[config.mk]
export PLATFORM = sky130hd
export DESIGN_NAME = crc_stream_engine_flat
export DESIGN_NICKNAME = d
export VERILOG_FILES = /design/src/rtl/crc_stream_if.sv /design/src/rtl/crc_stream_engine.sv /design/src/flat_wrapper.sv
export SDC_FILE = /design/constraint.sdc
export NUM_CORES = 1
export LEC_CHECK = 0
export BUFFER_PORTS_ARGS = -buffer_cell sky130_fd_sc_hd__buf_2
export CELL_PAD_IN_SITES_DETAIL_PLACEMENT = 0
export CELL_PAD_IN_SITES_GLOBAL_PLACEMENT = 1
export CORE_MARGIN = 1.5
export CORE_UTILIZATION = 48
export CTS_CLUSTER_DIAMETER = 30
export DETAILED_ROUTE_END_ITERATION = 7
export PLACE_DENSITY_LB_ADDON = 0.3
export SYNTH_ARGS = -nofsm -noshare
export SYNTH_HDL_FRONTEND = slang
export SYNTH_SLANG_ARGS = --single-unit
[constraint.sdc]
create_clock -name clk -period 24.8 [get_ports clk]
set_input_delay 7.44 -clock clk [delete_from_list [all_inputs] [get_ports clk]]
set_output_delay 7.44 -clock clk [all_outputs]
set_load 0.03 [all_outputs]
[src/rtl/crc_stream_if.sv]
// Handshake bundle for crc_stream_engine: input beat channel and result channel.
// Optional compare ports are present only when CRC_ENGINE_CHECK_EN is defined.
interface crc_stream_if #(
  parameter int DATA_W = 128,
  parameter int CRC_W  = 16
);
  localparam int NBYTES = DATA_W / 8;
  localparam int MOD_W  = (NBYTES > 1) ? $clog2(NBYTES) : 1;

  logic              in_valid;
  logic              in_ready;
  logic [DATA_W-1:0] in_data;
  logic              in_sop;
  logic              in_eop;
  logic [MOD_W-1:0]  in_mod;
  logic              out_valid;
  logic              out_ready;
  logic [CRC_W-1:0]  out_crc;
  logic              out_proto_err;
`ifdef CRC_ENGINE_CHECK_EN
  logic [CRC_W-1:0]  in_exp_crc;
  logic              out_match;

  modport master (
    output in_valid, in_data, in_sop, in_eop, in_mod, out_ready, in_exp_crc,
    input  in_ready, out_valid, out_crc, out_proto_err, out_match
  );
  modport slave (
    input  in_valid, in_data, in_sop, in_eop, in_mod, out_ready, in_exp_crc,
    output in_ready, out_valid, out_crc, out_proto_err, out_match
  );
`else
  modport master (
    output in_valid, in_data, in_sop, in_eop, in_mod, out_ready,
    input  in_ready, out_valid, out_crc, out_proto_err
  );
  modport slave (
    input  in_valid, in_data, in_sop, in_eop, in_mod, out_ready,
    output in_ready, out_valid, out_crc, out_proto_err
  );
`endif
endinterface

[src/rtl/crc_stream_engine.sv]
// Streaming CRC engine: accumulates an MSB-first LFSR CRC across sop/eop framed
// packets (partial final beat allowed) and presents one registered result per
// packet on a valid/ready channel. Framing violations raise a one-cycle pulse.
// Optional macro CRC_ENGINE_CHECK_EN adds an expected-CRC compare (out_match).
module crc_stream_engine #(
  parameter int          DATA_W  = 128,
  parameter int          CRC_W   = 16,
  parameter logic [31:0] POLY    = 32'h0000_8005,
  parameter logic [31:0] INIT    = 32'h0000_0000,
  parameter logic [31:0] XOR_OUT = 32'h0000_0000
) (
  input  logic         clk,
  input  logic         rst_n,
  crc_stream_if.slave  bus
);

  localparam int NBYTES = DATA_W / 8;
  localparam int MOD_W  = (NBYTES > 1) ? $clog2(NBYTES) : 1;
  localparam int BCNT_W = $clog2(NBYTES + 1);

  localparam logic [CRC_W-1:0]  POLY_T    = POLY[CRC_W-1:0];
  localparam logic [CRC_W-1:0]  INIT_T    = INIT[CRC_W-1:0];
  localparam logic [CRC_W-1:0]  XOR_T     = XOR_OUT[CRC_W-1:0];
  localparam logic [MOD_W:0]    NBYTES_M  = (MOD_W + 1)'(NBYTES);
  localparam logic [BCNT_W-1:0] NBYTES_B  = BCNT_W'(NBYTES);

  typedef enum logic [0:0] {
    IDLE   = 1'b0,
    ACTIVE = 1'b1
  } state_t;

  // Bit-serial LFSR unrolled over the leading nbytes bytes of the beat (MSB first).
  function automatic logic [CRC_W-1:0] crc_step(
    input logic [CRC_W-1:0]  crc_in,
    input logic [DATA_W-1:0] data,
    input logic [BCNT_W-1:0] nbytes
  );
    logic [CRC_W-1:0] c;
    logic             fb;
    c  = crc_in;
    fb = 1'b0;
    for (int i = 0; i < NBYTES; i++) begin
      if (BCNT_W'(i) < nbytes) begin
        for (int j = 0; j < 8; j++) begin
          fb = c[CRC_W-1] ^ data[DATA_W-1-8*i-j];
          c  = (c << 1) ^ (fb ? POLY_T : {CRC_W{1'b0}});
        end
      end else begin
        c = c;
      end
    end
    return c;
  endfunction

  state_t            state_r, state_nxt;
  logic [CRC_W-1:0]  crc_r, crc_nxt;
  logic [CRC_W-1:0]  res_r, res_nxt;
  logic              out_valid_r, valid_nxt;
  logic              err_r, err_nxt;
  logic              accept_s, consume_s;
  logic [MOD_W:0]    mod_wide_s, mod_eff_s;
  logic [BCNT_W-1:0] nbytes_s;
  logic [CRC_W-1:0]  seed_s, step_s, fin_s;
`ifdef CRC_ENGINE_CHECK_EN
  logic              match_r, match_nxt;
`endif

  assign bus.in_ready      = !out_valid_r || bus.out_ready;
  assign accept_s          = bus.in_valid && bus.in_ready;
  assign consume_s         = out_valid_r && bus.out_ready;
  assign bus.out_valid     = out_valid_r;
  assign bus.out_crc       = res_r;
  assign bus.out_proto_err = err_r;
`ifdef CRC_ENGINE_CHECK_EN
  assign bus.out_match     = match_r;
`endif

  // Byte count consumed from this beat: in_mod (mod beat bytes) on eop, else all.
  always_comb begin
    mod_wide_s = {1'b0, bus.in_mod};
    if (mod_wide_s >= NBYTES_M) begin
      mod_eff_s = mod_wide_s - NBYTES_M;
    end else begin
      mod_eff_s = mod_wide_s;
    end
    if (bus.in_eop && (mod_eff_s != '0)) begin
      nbytes_s = BCNT_W'(mod_eff_s);
    end else begin
      nbytes_s = NBYTES_B;
    end
  end

  // A sop beat always restarts from INIT, otherwise continue the running CRC.
  always_comb begin
    if (bus.in_sop) begin
      seed_s = INIT_T;
    end else begin
      seed_s = crc_r;
    end
    step_s = crc_step(seed_s, bus.in_data, nbytes_s);
    fin_s  = step_s ^ XOR_T;
  end

  // Framing FSM state register.
  always_ff @(posedge clk) begin
    if (!rst_n) begin
      state_r <= IDLE;
    end else begin
      state_r <= state_nxt;
    end
  end

  // Next-state and datapath update decisions for each accepted beat.
  always_comb begin
    state_nxt = state_r;
    crc_nxt   = crc_r;
    res_nxt   = res_r;
    err_nxt   = 1'b0;
`ifdef CRC_ENGINE_CHECK_EN
    match_nxt = match_r;
`endif
    if (consume_s) begin
      valid_nxt = 1'b0;
    end else begin
      valid_nxt = out_valid_r;
    end
    if (accept_s) begin
      if (bus.in_sop) begin
        // A sop while a packet is open abandons that packet.
        if (state_r == ACTIVE) begin
          err_nxt = 1'b1;
        end else begin
          err_nxt = 1'b0;
        end
        if (bus.in_eop) begin
          res_nxt   = fin_s;
          valid_nxt = 1'b1;
          crc_nxt   = INIT_T;
          state_nxt = IDLE;
`ifdef CRC_ENGINE_CHECK_EN
          match_nxt = (fin_s == bus.in_exp_crc);
`endif
        end else begin
          crc_nxt   = step_s;
          state_nxt = ACTIVE;
        end
      end else begin
        case (state_r)
          ACTIVE: begin
            if (bus.in_eop) begin
              res_nxt   = fin_s;
              valid_nxt = 1'b1;
              crc_nxt   = INIT_T;
              state_nxt = IDLE;
`ifdef CRC_ENGINE_CHECK_EN
              match_nxt = (fin_s == bus.in_exp_crc);
`endif
            end else begin
              crc_nxt = step_s;
            end
          end
          IDLE: begin
            // Continuation beat without an open packet: drop it.
            err_nxt = 1'b1;
          end
          default: begin
            state_nxt = IDLE;
            crc_nxt   = INIT_T;
          end
        endcase
      end
    end else begin
      state_nxt = state_r;
    end
  end

  // Running CRC, result register, valid flag and error pulse.
  always_ff @(posedge clk) begin
    if (!rst_n) begin
      crc_r       <= INIT_T;
      res_r       <= {CRC_W{1'b0}};
      out_valid_r <= 1'b0;
      err_r       <= 1'b0;
    end else begin
      crc_r       <= crc_nxt;
      res_r       <= res_nxt;
      out_valid_r <= valid_nxt;
      err_r       <= err_nxt;
    end
  end

`ifdef CRC_ENGINE_CHECK_EN
  // Compare flag registered alongside the result it describes.
  always_ff @(posedge clk) begin
    if (!rst_n) begin
      match_r <= 1'b0;
    end else begin
      match_r <= match_nxt;
    end
  end
`endif

endmodule

[src/flat_wrapper.sv]
// flat-port wrapper written by rule: the top's interface ports become plain ports
module crc_stream_engine_flat 
#(
  parameter int          DATA_W  = 128,
  parameter int          CRC_W   = 16,
  parameter logic [31:0] POLY    = 32'h0000_8005,
  parameter logic [31:0] INIT    = 32'h0000_0000,
  parameter logic [31:0] XOR_OUT = 32'h0000_0000
)
  (clk, rst_n, bus_in_valid, bus_in_data, bus_in_sop, bus_in_eop, bus_in_mod, bus_out_ready, bus_in_ready, bus_out_valid, bus_out_crc, bus_out_proto_err);
  crc_stream_if #(.DATA_W(DATA_W), .CRC_W(CRC_W)) bus_i ();
  input  logic clk;
  input  logic rst_n;
  input wire logic [$bits(bus_i.in_valid)-1:0] bus_in_valid;
  input wire logic [$bits(bus_i.in_data)-1:0] bus_in_data;
  input wire logic [$bits(bus_i.in_sop)-1:0] bus_in_sop;
  input wire logic [$bits(bus_i.in_eop)-1:0] bus_in_eop;
  input wire logic [$bits(bus_i.in_mod)-1:0] bus_in_mod;
  input wire logic [$bits(bus_i.out_ready)-1:0] bus_out_ready;
  output wire logic [$bits(bus_i.in_ready)-1:0] bus_in_ready;
  output wire logic [$bits(bus_i.out_valid)-1:0] bus_out_valid;
  output wire logic [$bits(bus_i.out_crc)-1:0] bus_out_crc;
  output wire logic [$bits(bus_i.out_proto_err)-1:0] bus_out_proto_err;
  assign bus_i.in_valid = bus_in_valid;
  assign bus_i.in_data = bus_in_data;
  assign bus_i.in_sop = bus_in_sop;
  assign bus_i.in_eop = bus_in_eop;
  assign bus_i.in_mod = bus_in_mod;
  assign bus_i.out_ready = bus_out_ready;
  assign bus_in_ready = bus_i.in_ready;
  assign bus_out_valid = bus_i.out_valid;
  assign bus_out_crc = bus_i.out_crc;
  assign bus_out_proto_err = bus_i.out_proto_err;
  crc_stream_engine #(.DATA_W(DATA_W), .CRC_W(CRC_W), .POLY(POLY), .INIT(INIT), .XOR_OUT(XOR_OUT)) u_core (.clk(clk), .rst_n(rst_n), .bus(bus_i));
endmodule
After elaboration in Yosys (flattened, before gate mapping)
Cells that the tools add are included.
{"block": "word_totals", "mem_bits_ro": 0, "register_bits": 35, "input_bits": 138, "memories": 0, "latch_bits": 0, "ram_bits": 0}
{"block": "classes", "order_cmp": 16, "div_mod_pow": 0, "n_shift": 0, "reduce_logical": 9, "mux": 163, "n_eq_ne": 0, "bitwise": 256, "mul": 0, "addsub": 0}
{"op": "two-way mux 16 bit", "n": 151}
{"op": "bitwise XOR 16 bit", "n": 128}
{"op": "bitwise XOR 1 bit", "n": 128}
{"op": "< comparator 4 x 5 -> 1 bit, first input constant", "n": 8}
{"op": "< comparator 3 x 5 -> 1 bit, first input constant", "n": 4}
{"op": "two-way mux 1 bit", "n": 11}
{"op": "< comparator 1 x 5 -> 1 bit, first input constant", "n": 2}
{"op": "< comparator 2 x 5 -> 1 bit, first input constant", "n": 2}
{"op": "two-way mux 5 bit", "n": 1}
{"op": "nonzero test 5 bit", "n": 1}
{"op": "AND reduction 2 bit", "n": 2}
{"op": "logical AND 1 bit", "n": 3}
{"op": "nonzero test 2 bit", "n": 1}
{"op": "zero test 1 bit", "n": 1}
{"op": "logical OR 1 bit", "n": 1}

Logic depth before layout (Yosys ltp)
Gate-level depths: netlist of the first run.
{"block": "depth", "ltp_word": 404, "depth_mapped": 47}

Worst setup path after synthesis of the first run
OpenSTA, ideal clock, no wires.
{"block": "synth_timing", "path_type": "input to register", "from": "in bus_in_eop", "to": "reg u_core.crc_r[1]", "t_required_ns": 24.730, "t_arrival_ns": 19.228, "stages": 45, "setup_slack_ns": 5.502, "path_cell_list": "clkbuf_1 and4bb_2 nand2_1 a21oi_1 o21bai_1 xnor3_1 xor2_1 xnor3_2 xor2_1 a21oi_4 xnor3_1 a211o_1 and2_1 buf_2 xnor3_1 mux2_1 nor2_1 xnor2_1 [... 9 more ...] xor2_2 xnor2_4 o22ai_1 or4_1 a21o_1 a31oi_2 xor3_2 xnor3_1 mux2i_4 xnor3_1 a21oi_2 xnor2_1 xnor2_2 xnor3_1 o21a_1 xnor3_1 nand2b_1 a21oi_1"}
{"block": "synth_via", "elab_chain_cells": 380, "elab_cells_between_ends": 395, "classes_between": "16 x order compare; 139 x mux; 239 x bitwise; 1 x reduce/logical"}
{"item": "start, declared", "line": "flat_wrapper.sv:17", "rtl": "input wire logic [$bits(bus_i.in_eop)-1:0] bus_in_eop;"}
{"item": "logical AND 1 bit", "line": "crc_stream_engine.sv:86", "rtl": "if (bus.in_eop && (mod_eff_s != '0)) begin"}
{"item": "two-way mux 5 bit", "line": "crc_stream_engine.sv:86"}
{"item": "< comparator 1 x 5 -> 1 bit", "line": "crc_stream_engine.sv:43", "rtl": "if (BCNT_W'(i) < nbytes) begin"}
{"item": "two-way mux 16 bit", "line": "crc_stream_engine.sv:43"}
{"item": "bitwise XOR 1 bit", "line": "crc_stream_engine.sv:45", "rtl": "fb = c[CRC_W-1] ^ data[DATA_W-1-8*i-j];"}
{"item": "two-way mux 16 bit", "line": "crc_stream_engine.sv:46", "rtl": "c = (c << 1) ^ (fb ? POLY_T : {CRC_W{1'b0}});"}
{"item": "bitwise XOR 16 bit", "line": "crc_stream_engine.sv:46"}
{"item": "bitwise XOR 1 bit", "line": "crc_stream_engine.sv:45"}
{"item": "[... 363 more ...]"}
{"item": "bitwise XOR 16 bit", "line": "crc_stream_engine.sv:46"}
{"item": "bitwise XOR 1 bit", "line": "crc_stream_engine.sv:45"}
{"item": "two-way mux 16 bit", "line": "crc_stream_engine.sv:46"}
{"item": "bitwise XOR 16 bit (2 in a row)", "line": "crc_stream_engine.sv:46"}
{"item": "two-way mux 16 bit", "line": "crc_stream_engine.sv:43"}
{"item": "two-way mux 16 bit (*)", "line": "crc_stream_engine.sv:135, crc_stream_engine.sv:150"}
{"item": "two-way mux 16 bit", "line": "crc_stream_engine.sv:148", "rtl": "case (state_r)"}
{"item": "two-way mux 16 bit (*)", "line": "crc_stream_engine.sv:128", "rtl": "if (bus.in_sop) begin"}
{"item": "end signal, assigned", "line": "crc_stream_engine.sv:185", "rtl": "crc_r <= crc_nxt;"}
{"item": "end, declared", "line": "crc_stream_engine.sv:56", "rtl": "logic [CRC_W-1:0] crc_r, crc_nxt;"}
Mark *: on every way between the ends. The rest lies on a longest branch, timed or not. The select of a mux whose other input is x is not followed.
A chain may end at the register's enable or synchronous reset.

Worst setup path after layout of the first run
{"block": "layout_timing", "from": "in bus_in_eop", "to": "reg u_core.crc_r[9]"}
{"block": "layout_via", "elab_chain_cells": 368, "elab_cells_between_ends": 383, "classes_between": "16 x order compare; 133 x mux; 233 x bitwise; 1 x reduce/logical"}
{"item": "logical AND 1 bit", "line": "crc_stream_engine.sv:86"}
{"item": "two-way mux 5 bit", "line": "crc_stream_engine.sv:86"}
{"item": "< comparator 1 x 5 -> 1 bit", "line": "crc_stream_engine.sv:43"}
{"item": "two-way mux 16 bit", "line": "crc_stream_engine.sv:43"}
{"item": "bitwise XOR 1 bit", "line": "crc_stream_engine.sv:45"}
{"item": "two-way mux 16 bit", "line": "crc_stream_engine.sv:46"}
{"item": "bitwise XOR 16 bit", "line": "crc_stream_engine.sv:46"}
{"item": "bitwise XOR 1 bit", "line": "crc_stream_engine.sv:45"}
{"item": "[... 345 more ...]"}
{"item": "two-way mux 16 bit", "line": "crc_stream_engine.sv:43"}
{"item": "bitwise XOR 1 bit", "line": "crc_stream_engine.sv:45"}
{"item": "two-way mux 16 bit", "line": "crc_stream_engine.sv:46"}
{"item": "bitwise XOR 16 bit (8 in a row)", "line": "crc_stream_engine.sv:46"}
{"item": "two-way mux 16 bit", "line": "crc_stream_engine.sv:43"}
{"item": "two-way mux 16 bit (*)", "line": "crc_stream_engine.sv:135, crc_stream_engine.sv:150"}
{"item": "two-way mux 16 bit", "line": "crc_stream_engine.sv:148"}
{"item": "two-way mux 16 bit (*)", "line": "crc_stream_engine.sv:128"}
Marked as above.

==> impl_metrics.tcl, run 1 <==
set metrics [dict create \
    status "finished clean" \
    synth_ff_type "dfxtp_1" \
    wirelength_mm 34.53 \
    die_h_um 153.9 \
    cp-startpoint "bus_in_eop" \
    yosysSeqAreaShare_pct 6.410 \
    core_area_um2 22500 \
    cts_hold_buf 0 \
    cp.arrival_ns 21.20 \
    postCtsSetupBuffers 0 \
    via_count 10720 \
    route.detailed.drc 0 \
    slowest_stage "a311oi_1" \
    die_x_um 153.9 \
    ant_nets 0 \
    cts_resized 0 \
    critPathKind "primary input to flip-flop" \
    tns_ns 0 \
    min_period_over_period_pct 84.94 \
    ys_ff_latch 35 \
    hold_class "flip-flop to flip-flop" \
    dr.pass1.iters 7 \
    required_ns 24.93 \
    wl_per_cell_um 19.26 \
    layout_commonest_cell "xnor2_1" \
    slew-limit-headroom_pct 26.83 \
    grt_most_used_layer "met2" \
    tightest_slew_ns 1.093 \
    hp-start "u_core.bus.out_crc[10]" \
    reg2reg_from "u_core.crc_r[13]" \
    ios 157 \
    final_layout_size_suffix_gt1_share_pct 16.19 \
    slew_violations 0 \
    final_nets 1645 \
    grt_overflow 0 \
    rows 55 \
    grt_max_degree 40 \
    synth_warnings 0 \
    synth_edf_count 0 \
    start_kind "primary input" \
    clock_sinks 35 \
    syn2layout_area_growth_pct 10.52 \
    clock_path_buffers 2 \
    async_flop_share_pct 0 \
    cp_max_fo 28 \
    gp_congestion 0.9330 \
    max_stage_delay_ns 0.75 \
    hpwl_mm 28.36 \
    rsz0062_at_grt "no" \
    use_met1_pct 41.43 \
    synthCells 1397 \
    avgSynthCellArea_um2 7.825 \
    final_cell_mix "xnor2_1, buf_2, nor2_1, xor2_1, nand2_1" \
    grtUsageMet2_pct 46.48 \
    hold_violations 0 \
    dieArea_um2 23690 \
    netlist_area_um2 10930 \
    fmax_ghz 0.04747 \
    grt_pass1_vias 10070 \
    grt.total_usage_pct 28.66 \
    clk_pin_slew_worst_paths_ns 0.05 \
    end_kind "flip-flop" \
    clk_latency_ns 0.28 \
    cts_tree "done" \
    finalCriticalPeriod_ns 21.07 \
    h-tree-depth 2 \
    worst_path_most_repeated_cell "xnor3_1" \
    maxCapViolations 0 \
    io_buffer_count 156 \
    grt_first_pass_wirelength_mm 54.72 \
    reg2reg_slack_ns 10.94 \
    syn-num-nets 1536 \
    first_iter_violations 896 \
    use_met3_pct 1.860 \
    yosysUniqueCellTypes 93 \
    cts_buffers 5 \
    initial_core_util_pct 48.58 \
    cts-root-buf "clkbuf_16" \
    setup_viol 0 \
    antenna_found_initial 1 \
    via_per_inst 5.977 \
    finClkSkew_ns 0.005695 \
]
==> synthesized netlist by cell type, drive strengths merged (7+ instances only) <==
| master | number | area share [%] |
|---|---|---|
| a2111oi | 7 | 0.56 |
| a211o | 12 | 0.96 |
| a211oi | 28 | 2.0 |
| a21o | 14 | 0.96 |
| a21oi | 100 | 4.7 |
| a22oi | 12 | 0.82 |
| a31oi | 25 | 1.8 |
| and2 | 20 | 1.1 |
| and3 | 14 | 0.80 |
| buf | 18 | 0.82 |
| clkbuf | 54 | 1.9 |
| dfxtp | 35 | 6.4 |
| inv | 20 | 0.69 |
| mux2 | 12 | 1.3 |
| mux2i | 41 | 4.0 |
| nand2 | 102 | 3.5 |
| nand2b | 15 | 0.86 |
| nand3 | 36 | 1.6 |
| nand4 | 10 | 0.57 |
| nor2 | 143 | 5.0 |
| nor3 | 37 | 1.9 |
| o211a | 14 | 1.3 |
| o211ai | 26 | 1.8 |
| o21a | 11 | 0.76 |
| o21ai | 67 | 3.2 |
| o31ai | 9 | 0.74 |
| or2 | 11 | 0.63 |
| or3 | 20 | 1.1 |
| xnor2 | 217 | 18 |
| xnor3 | 55 | 11 |
| xor2 | 110 | 9.0 |
| xor3 | 9 | 2.0 |
==> metrics by stage <==
step	util (%)	area (µm²)	cells	hold slack [ns]	setup WS, ns
finish	53.69	12080	1793	0.4491	3.735
floorplan	-	10930	1397	0.4697	5.502
global route	53.68	12080	1792	0.4724	2.881
CTS	53.68	12080	1792	0.4528	3.907
global placement	52.98	11920	1784	0.4417	3.944
detailed placement	52.98	11920	1784	0.4437	3.638
==> sequential cells by signal (all words and copies together), names as in the netlist <==
register                  cells
u_core.state_r                1
u_core.bus.out_proto_err      1
u_core.bus.out_valid          1
u_core.crc_r                 16
u_core.bus.out_crc           16
==> routing by layer <==
layer  vias to the layer above  wire length [µm]
met5                         -                 0
li1                       5269                 -
met1                      5026             15950
met2                       376             15750
met3                        45              2114
met4                         0               722
==> area by class of cell <==
type	instances	area (µm²)
repair buffers	174	915.9
fillers	2243	10420
multi-input cells	1270	9874
flip-flops and latches	35	700.7
diodes	1	2.502
clock buffers	8	156.4
inverters	20	75.07
well taps	285	356.6
==> cell families after synthesis <==
group                      count (synthesis)  share of synthesized area (%)
AOI/OAI and AO/OA                        380                          24.16
DFF                                       35                          6.410
xor gates and xnor gates                 391                          40.76
and+or+nand+nor                          445                          19.90
muxes                                     53                          5.288
adders and majority gates                  1                         0.1144
buffers and inverters                     92                          3.365
==> worst max-delay path, delay by kind of cell <==
kind                   cells  cell delay (ns)
buffers and inverters      1             0.27
XOR/XNOR                  18             6.50
AND/OR/NAND/NOR            8             2.21
multiplexers               4             1.11
AO/OA/AOI/OAI             11             3.63
==> path summary, 6_finish.rpt <==
kind,to,depth (start not counted)
worst max-delay path,u_core.crc_r[9],42
worst min register to register,u_core.bus.out_crc[10],2
worst min-delay path,u_core.bus.out_crc[10],2
worst max register to register,u_core.crc_r[9],41
Power of run 1 is left out: the tool's default activity adds up to more than one toggle a clock period on the data nets, which glitch-free logic cannot reach.
==> run 2, diff against run 1 <==
--- a/config.mk
+++ b/config.mk
@@ -5,11 +5,12 @@
 export SDC_FILE = /design/constraint.sdc
 export NUM_CORES = 1
 export LEC_CHECK = 0
+export ABC_AREA = 1
 export BUFFER_PORTS_ARGS = -buffer_cell sky130_fd_sc_hd__buf_2
 export CELL_PAD_IN_SITES_DETAIL_PLACEMENT = 0
 export CELL_PAD_IN_SITES_GLOBAL_PLACEMENT = 1
 export CORE_MARGIN = 1.5
-export CORE_UTILIZATION = 48
+export CORE_UTILIZATION = 36
 export CTS_CLUSTER_DIAMETER = 30
 export DETAILED_ROUTE_END_ITERATION = 7
 export PLACE_DENSITY_LB_ADDON = 0.3
==> constraint.sdc (replaced) <==
create_clock -name clk -period 19.3 [get_ports clk]
set_input_delay 5.79 -clock clk [delete_from_list [all_inputs] [get_ports clk]]
set_output_delay 5.79 -clock clk [all_outputs]
set_load 0.03 [all_outputs]
==> impl_metrics.tcl, run 2 <==
set metrics [dict create \
    ys_ff_latch 35 \
    synth_top_area_share_pct 20.61 \
    tightest_slew_ns 1.111 \
    netlist_top_cells_area "nand2_1, nand3_1, xor2_1, inv_1, dfxtp_1" \
    min_period_over_period_pct 124.5 \
    synth_common_cells "nand2_1, nand3_1, inv_1" \
    grt.total_usage_pct 25.38 \
    final_util_pct 67.62 \
    hp-start "u_core.crc_r[7]" \
    fillers 2476 \
    clk_pin_slew_worst_paths_ns 0.06 \
    hold_violations 0 \
    multi_input_area_um2 11610 \
    syn-num-nets 2054 \
    fin_ws_ns -4.724 \
    via_count 14940 \
    avgSynthCellArea_um2 5.479 \
    required_ns 19.50 \
    finClkSkew_ns 0.004177 \
    rsz0062_at_grt "yes" \
    synthCells 1915 \
    clock_sinks 35 \
    yosysMostFrequentCell "nand2_1" \
    netlist_area_um2 10490 \
    dieArea_um2 30180 \
    rows 62 \
    ant_nets 0 \
    hold_class "flip-flop to flip-flop" \
    synth_top_area_cell "nand2_1" \
    grt_pass1_vias 13470 \
    slew_violations 0 \
    worst_path_most_repeated_cell "nand2_4" \
    status "finished, violations left" \
    ff_latch_area_um2 700.7 \
    slowest_stage "xor2_2" \
    route.detailed.drc 0 \
    cp_num_buf_inv 4 \
    end_kind "flip-flop" \
    synth_ff_type "dfxtp_1" \
    finalCriticalPeriod_ns 24.02 \
    ios 157 \
    io_buffer_count 156 \
    die_x_um 173.7 \
    gp_congestion 0.9165 \
    cts_tree "done" \
    yosysSeqAreaShare_pct 6.678 \
    first_iter_violations 651 \
    grt_first_pass_wirelength_mm 64.00 \
    wirelength_mm 44.71 \
    maxCapViolations 0 \
    final_layout_size_suffix_gt1_share_pct 49.85 \
    cp_max_fo 7 \
    critPathTopFamily "simple AND/OR/NAND/NOR gates" \
    antenna_found_initial 2 \
    max_stage_delay_ns 0.21 \
    layout_commonest_cell "buf_4" \
    dr.pass1.iters 6 \
    fmax_ghz 0.04163 \
    start_kind "primary input" \
    cp.arrival_ns 24.22 \
    async_flop_share_pct 0 \
    syn2layout_area_growth_pct 84.96 \
    grt_max_degree 28 \
    synth_edf_count 0 \
    die_h_um 173.7 \
    wl_per_cell_um 14.74 \
    initial_core_util_pct 36.56 \
    h-tree-depth 2 \
    synth_warnings 0 \
    reg2reg_from "u_core.crc_r[11]" \
    hpwl_mm 33.09 \
    clk_latency_ns 0.28 \
    cp-startpoint "bus_in_sop" \
    via_per_inst 4.926 \
    setup_viol 32 \
    core_area_um2 28700 \
    critPathKind "primary input to flip-flop" \
    cts-root-buf "clkbuf_16" \
    clock_path_buffers 2 \
    slew-limit-headroom_pct 25.68 \
    cts_buffers 5 \
    final_cell_mix "buf_4, nand2_1, inv_1, buf_2, nand3_4" \
    violations "negative setup slack" \
    final_nets 2786 \
    grt_overflow 0 \
    yosysUniqueCellTypes 55 \
]
run 2: worst reg2reg max path: cells and delay by family, from the launching register on:
| kind | cells | cell delay, ns |
|---|---|---|
| simple gates | 197 | 17.70 |
| flops | 1 | 0.42 |
| compound gates | 2 | 0.36 |
| buf+inv | 2 | 0.25 |
run 2: cell type report:
| type | count | area share (%) |
|---|---|---|
| Multi-Input combinational cell | 1564 | 59.81 |
| Timing Repair Buffer | 768 | 27.79 |
| Antenna cell | 1 | 0.01289 |
| Clock buffer | 5 | 0.6447 |
| Clock inverter | 3 | 0.2256 |
| Tap cell | 384 | 2.476 |
| Sequential cell | 35 | 3.610 |
| Timing Repair inverter | 1 | 0.04513 |
| Inverter | 272 | 5.383 |
run 2: what timing repair did:
action,4_1_cts,5_1_grt
setup endpoints to repair,32,32
gates cloned,0,1
buffers inserted,51,64
pin swaps,63,148
gates resized for setup,96,368
hold buffers,0,0
run 2: logic make-up (layout without fill, tap and decap cells):
group | Yosys count | in the layout | synth area share, %
compound gates | 200 | 200 | 10.54
xor+xnor | 169 | 169 | 14.71
fa+ha+maj | 1 | 1 | 0.1192
buf+inv | 316 | 1049 | 12.23
flops | 35 | 35 | 6.678
mux | 11 | 11 | 1.049
other cells | 0 | 1 | 0
simple gates | 1183 | 1183 | 54.66
run 2: final timing paths:
path / slack [ns] / cells after the start / to
worst min-delay path: 0.46 / 2 / u_core.crc_r[7]
worst max register to register: 0.45 / 201 / u_core.crc_r[2]
worst min register to register: 0.46 / 2 / u_core.crc_r[7]
worst max-delay path: -4.72 / 199 / u_core.crc_r[2]
run 2: per-stage QoR:
stage,hold WS (ns),instance area (µm²),setup TNS (ns),cells,setup WS (ns)
floorplan,0.4454,11170,-66.21,1915,-2.661
global placement,0.4560,15910,-93.41,2909,-3.444
detailed placement,0.4566,15910,-125.21,2909,-4.459
CTS,0.4650,16930,-104.96,2967,-3.838
global route,0.4846,19410,-173.57,3033,-6.021
finish,0.4647,19410,-133.03,3033,-4.724
run 2: layer usage:
metal	part of all wire, %	GRT usage (%)	up-vias
met4	2.9	5.352	2
met2	51	45.82	326
met1	43	32.89	6910
met3	3.2	1.798	93
met5	0.038	0	-
li1	-	-	7610
Power of run 2 is left out for the same reason.
==> run 3, diff against run 2 <==
--- a/config.mk
+++ b/config.mk
@@ -10,7 +10,7 @@
 export CELL_PAD_IN_SITES_DETAIL_PLACEMENT = 0
 export CELL_PAD_IN_SITES_GLOBAL_PLACEMENT = 1
 export CORE_MARGIN = 1.5
-export CORE_UTILIZATION = 36
+export CORE_UTILIZATION = 40
 export CTS_CLUSTER_DIAMETER = 30
 export DETAILED_ROUTE_END_ITERATION = 7
 export PLACE_DENSITY_LB_ADDON = 0.3
==> constraint.sdc (replaced) <==
create_clock -name clk -period 26.3 [get_ports clk]
set_input_delay 7.89 -clock clk [delete_from_list [all_inputs] [get_ports clk]]
set_output_delay 7.89 -clock clk [all_outputs]
set_load 0.03 [all_outputs]
==> impl_metrics.tcl, run 3 (synthesis gave the netlist of run 2 again) <==
set metrics [dict create \
    wl_per_cell_um 15.57 \
    first_iter_violations 796 \
    cts_buffers 5 \
    hp-start "u_core.crc_r[3]" \
    clk_pin_slew_worst_paths_ns 0.05 \
    die_x_um 165.0 \
    grt_first_pass_wirelength_mm 52.74 \
    dr.pass1.iters 5 \
    slew_violations 0 \
    clock_sinks 35 \
    violations "negative setup slack" \
    max_stage_delay_ns 0.20 \
    setup_viol 14 \
    initial_core_util_pct 40.49 \
    rows 59 \
    cts_tree "done" \
    status "finished, violations left" \
    slowest_stage "a31oi_4" \
    wirelength_mm 38.87 \
    cts_hold_buf 0 \
    critPathKind "primary input to flip-flop" \
    ios 157 \
    min_period_over_period_pct 101.2 \
    hold_end "u_core.crc_r[3]" \
    tns_ns -3.244 \
    fin_ws_ns -0.3279 \
    die_h_um 165.0 \
    cts-root-buf "clkbuf_16" \
    grt.total_usage_pct 23.89 \
    grt_max_degree 28 \
    slew-limit-headroom_pct 23.40 \
    antenna_found_initial 1 \
    hold_class "flip-flop to flip-flop" \
    rsz0062_at_grt "yes" \
    antenna_cells 0 \
    ant_nets 0 \
    required_ns 26.44 \
    end_kind "flip-flop" \
    final_cell_mix "nand2_1, inv_1, buf_2, nand3_1, nand3_4" \
    ff_latch_area_um2 700.7 \
    dieArea_um2 27210 \
    final_layout_size_suffix_gt1_share_pct 37.00 \
    r2r-end "u_core.crc_r[1]" \
    worst_path_most_repeated_cell "nand2_4" \
    grt_pass1_vias 10950 \
    final_nets 2300 \
    clock_path_buffers 2 \
    tightest_slew_ns 1.145 \
    reg2reg_slack_ns 6.92 \
    multi_input_area_um2 11230 \
    syn2layout_area_growth_pct 45.58 \
    via_count 13150 \
    whs_path_depth 2 \
    fmax_ghz 0.03755 \
    h-tree-depth 2 \
    route.detailed.drc 0 \
    gp_congestion 0.9740 \
    finClkSkew_ns 0.006488 \
    final_util_pct 58.95 \
    hpwl_mm 28.55 \
    start_kind "primary input" \
    cp.arrival_ns 26.77 \
    reg2regPathDepth 195 \
    io_buffer_count 156 \
    via_per_inst 5.265 \
    fillers 2515 \
    clk_latency_ns 0.28 \
    hold_violations 0 \
    grt_overflow 0 \
    cp_max_fo 6 \
    finalCriticalPeriod_ns 26.63 \
    core_area_um2 25910 \
    layout_commonest_cell "nand2_1" \
    reg2reg_from "u_core.crc_r[11]" \
    maxCapViolations 0 \
]
[run 3: cell types whose count changed in the layout (fill, tap and decap cells not counted), sizes merged]
cell and change:
buf -487, bufinv -1, clkbuf +2, diode -1
[run 3: repair_timing]
action                                  CTS  global route
cloned                                    0             2
gates resized for setup                  15           532
endpoints found under the setup margin   14            32
pin swaps                                 2           184
buffers inserted                          2            78
[run 3: worst max path at each step]
| stage | start | to | slack [ns] | cells past startpoint |
|---|---|---|---|---|
| after floorplan | bus_in_sop | u_core.bus.out_crc[15] | 2.01 | 199 |
| after global placement | bus_in_sop | u_core.crc_r[2] | 0.08 | 192 |
| after detailed placement | bus_in_sop | u_core.crc_r[0] | -0.63 | 190 |
| after CTS | bus_in_sop | u_core.crc_r[2] | 0.01 | 200 |
| after global routing | bus_in_sop | u_core.crc_r[2] | -1.72 | 199 |
| final | bus_in_sop | u_core.crc_r[1] | -0.33 | 196 |
[run 3: per-stage QoR]
step | cells | setup WS, ns | instance area, µm² | hold WS, ns
finish | 2497 | -0.3279 | 15270 | 0.4658
CTS | 2417 | 0.01333 | 11990 | 0.4675
floorplan | 1915 | 2.014 | 10490 | 0.4454
global route | 2497 | -1.719 | 15270 | 0.4823
detailed placement | 2407 | -0.6317 | 11780 | 0.4594
global placement | 2407 | 0.07649 | 11780 | 0.4545
[run 3: area by class of cell]
type	instances	area share, %
multi-input combinational	1564	73.50
timing repair buffer	281	11.35
inverter	272	6.815
sequential	35	4.587
tap	335	2.744
clock buffer	7	0.8683
timing repair inverter	2	0.09830
clock inverter	1	0.03277
[run 3: critical path, delay by kind of cell]
family                 cells  cell delay, ns
AND/OR/NAND/NOR          191           18.06
buffers and inverters      3            0.35
AO/OA/AOI/OAI              2            0.34
[run 3: per-layer routing]
metal	global-route usage [%]	vias up	share of wire, %
met5	0	-	0.033
met4	4.750	2	2.1
met3	1.381	77	4.2
met2	41.86	359	51
met1	32.18	6054	43
li1	-	6654	-
Power of run 3 is left out for the same reason.
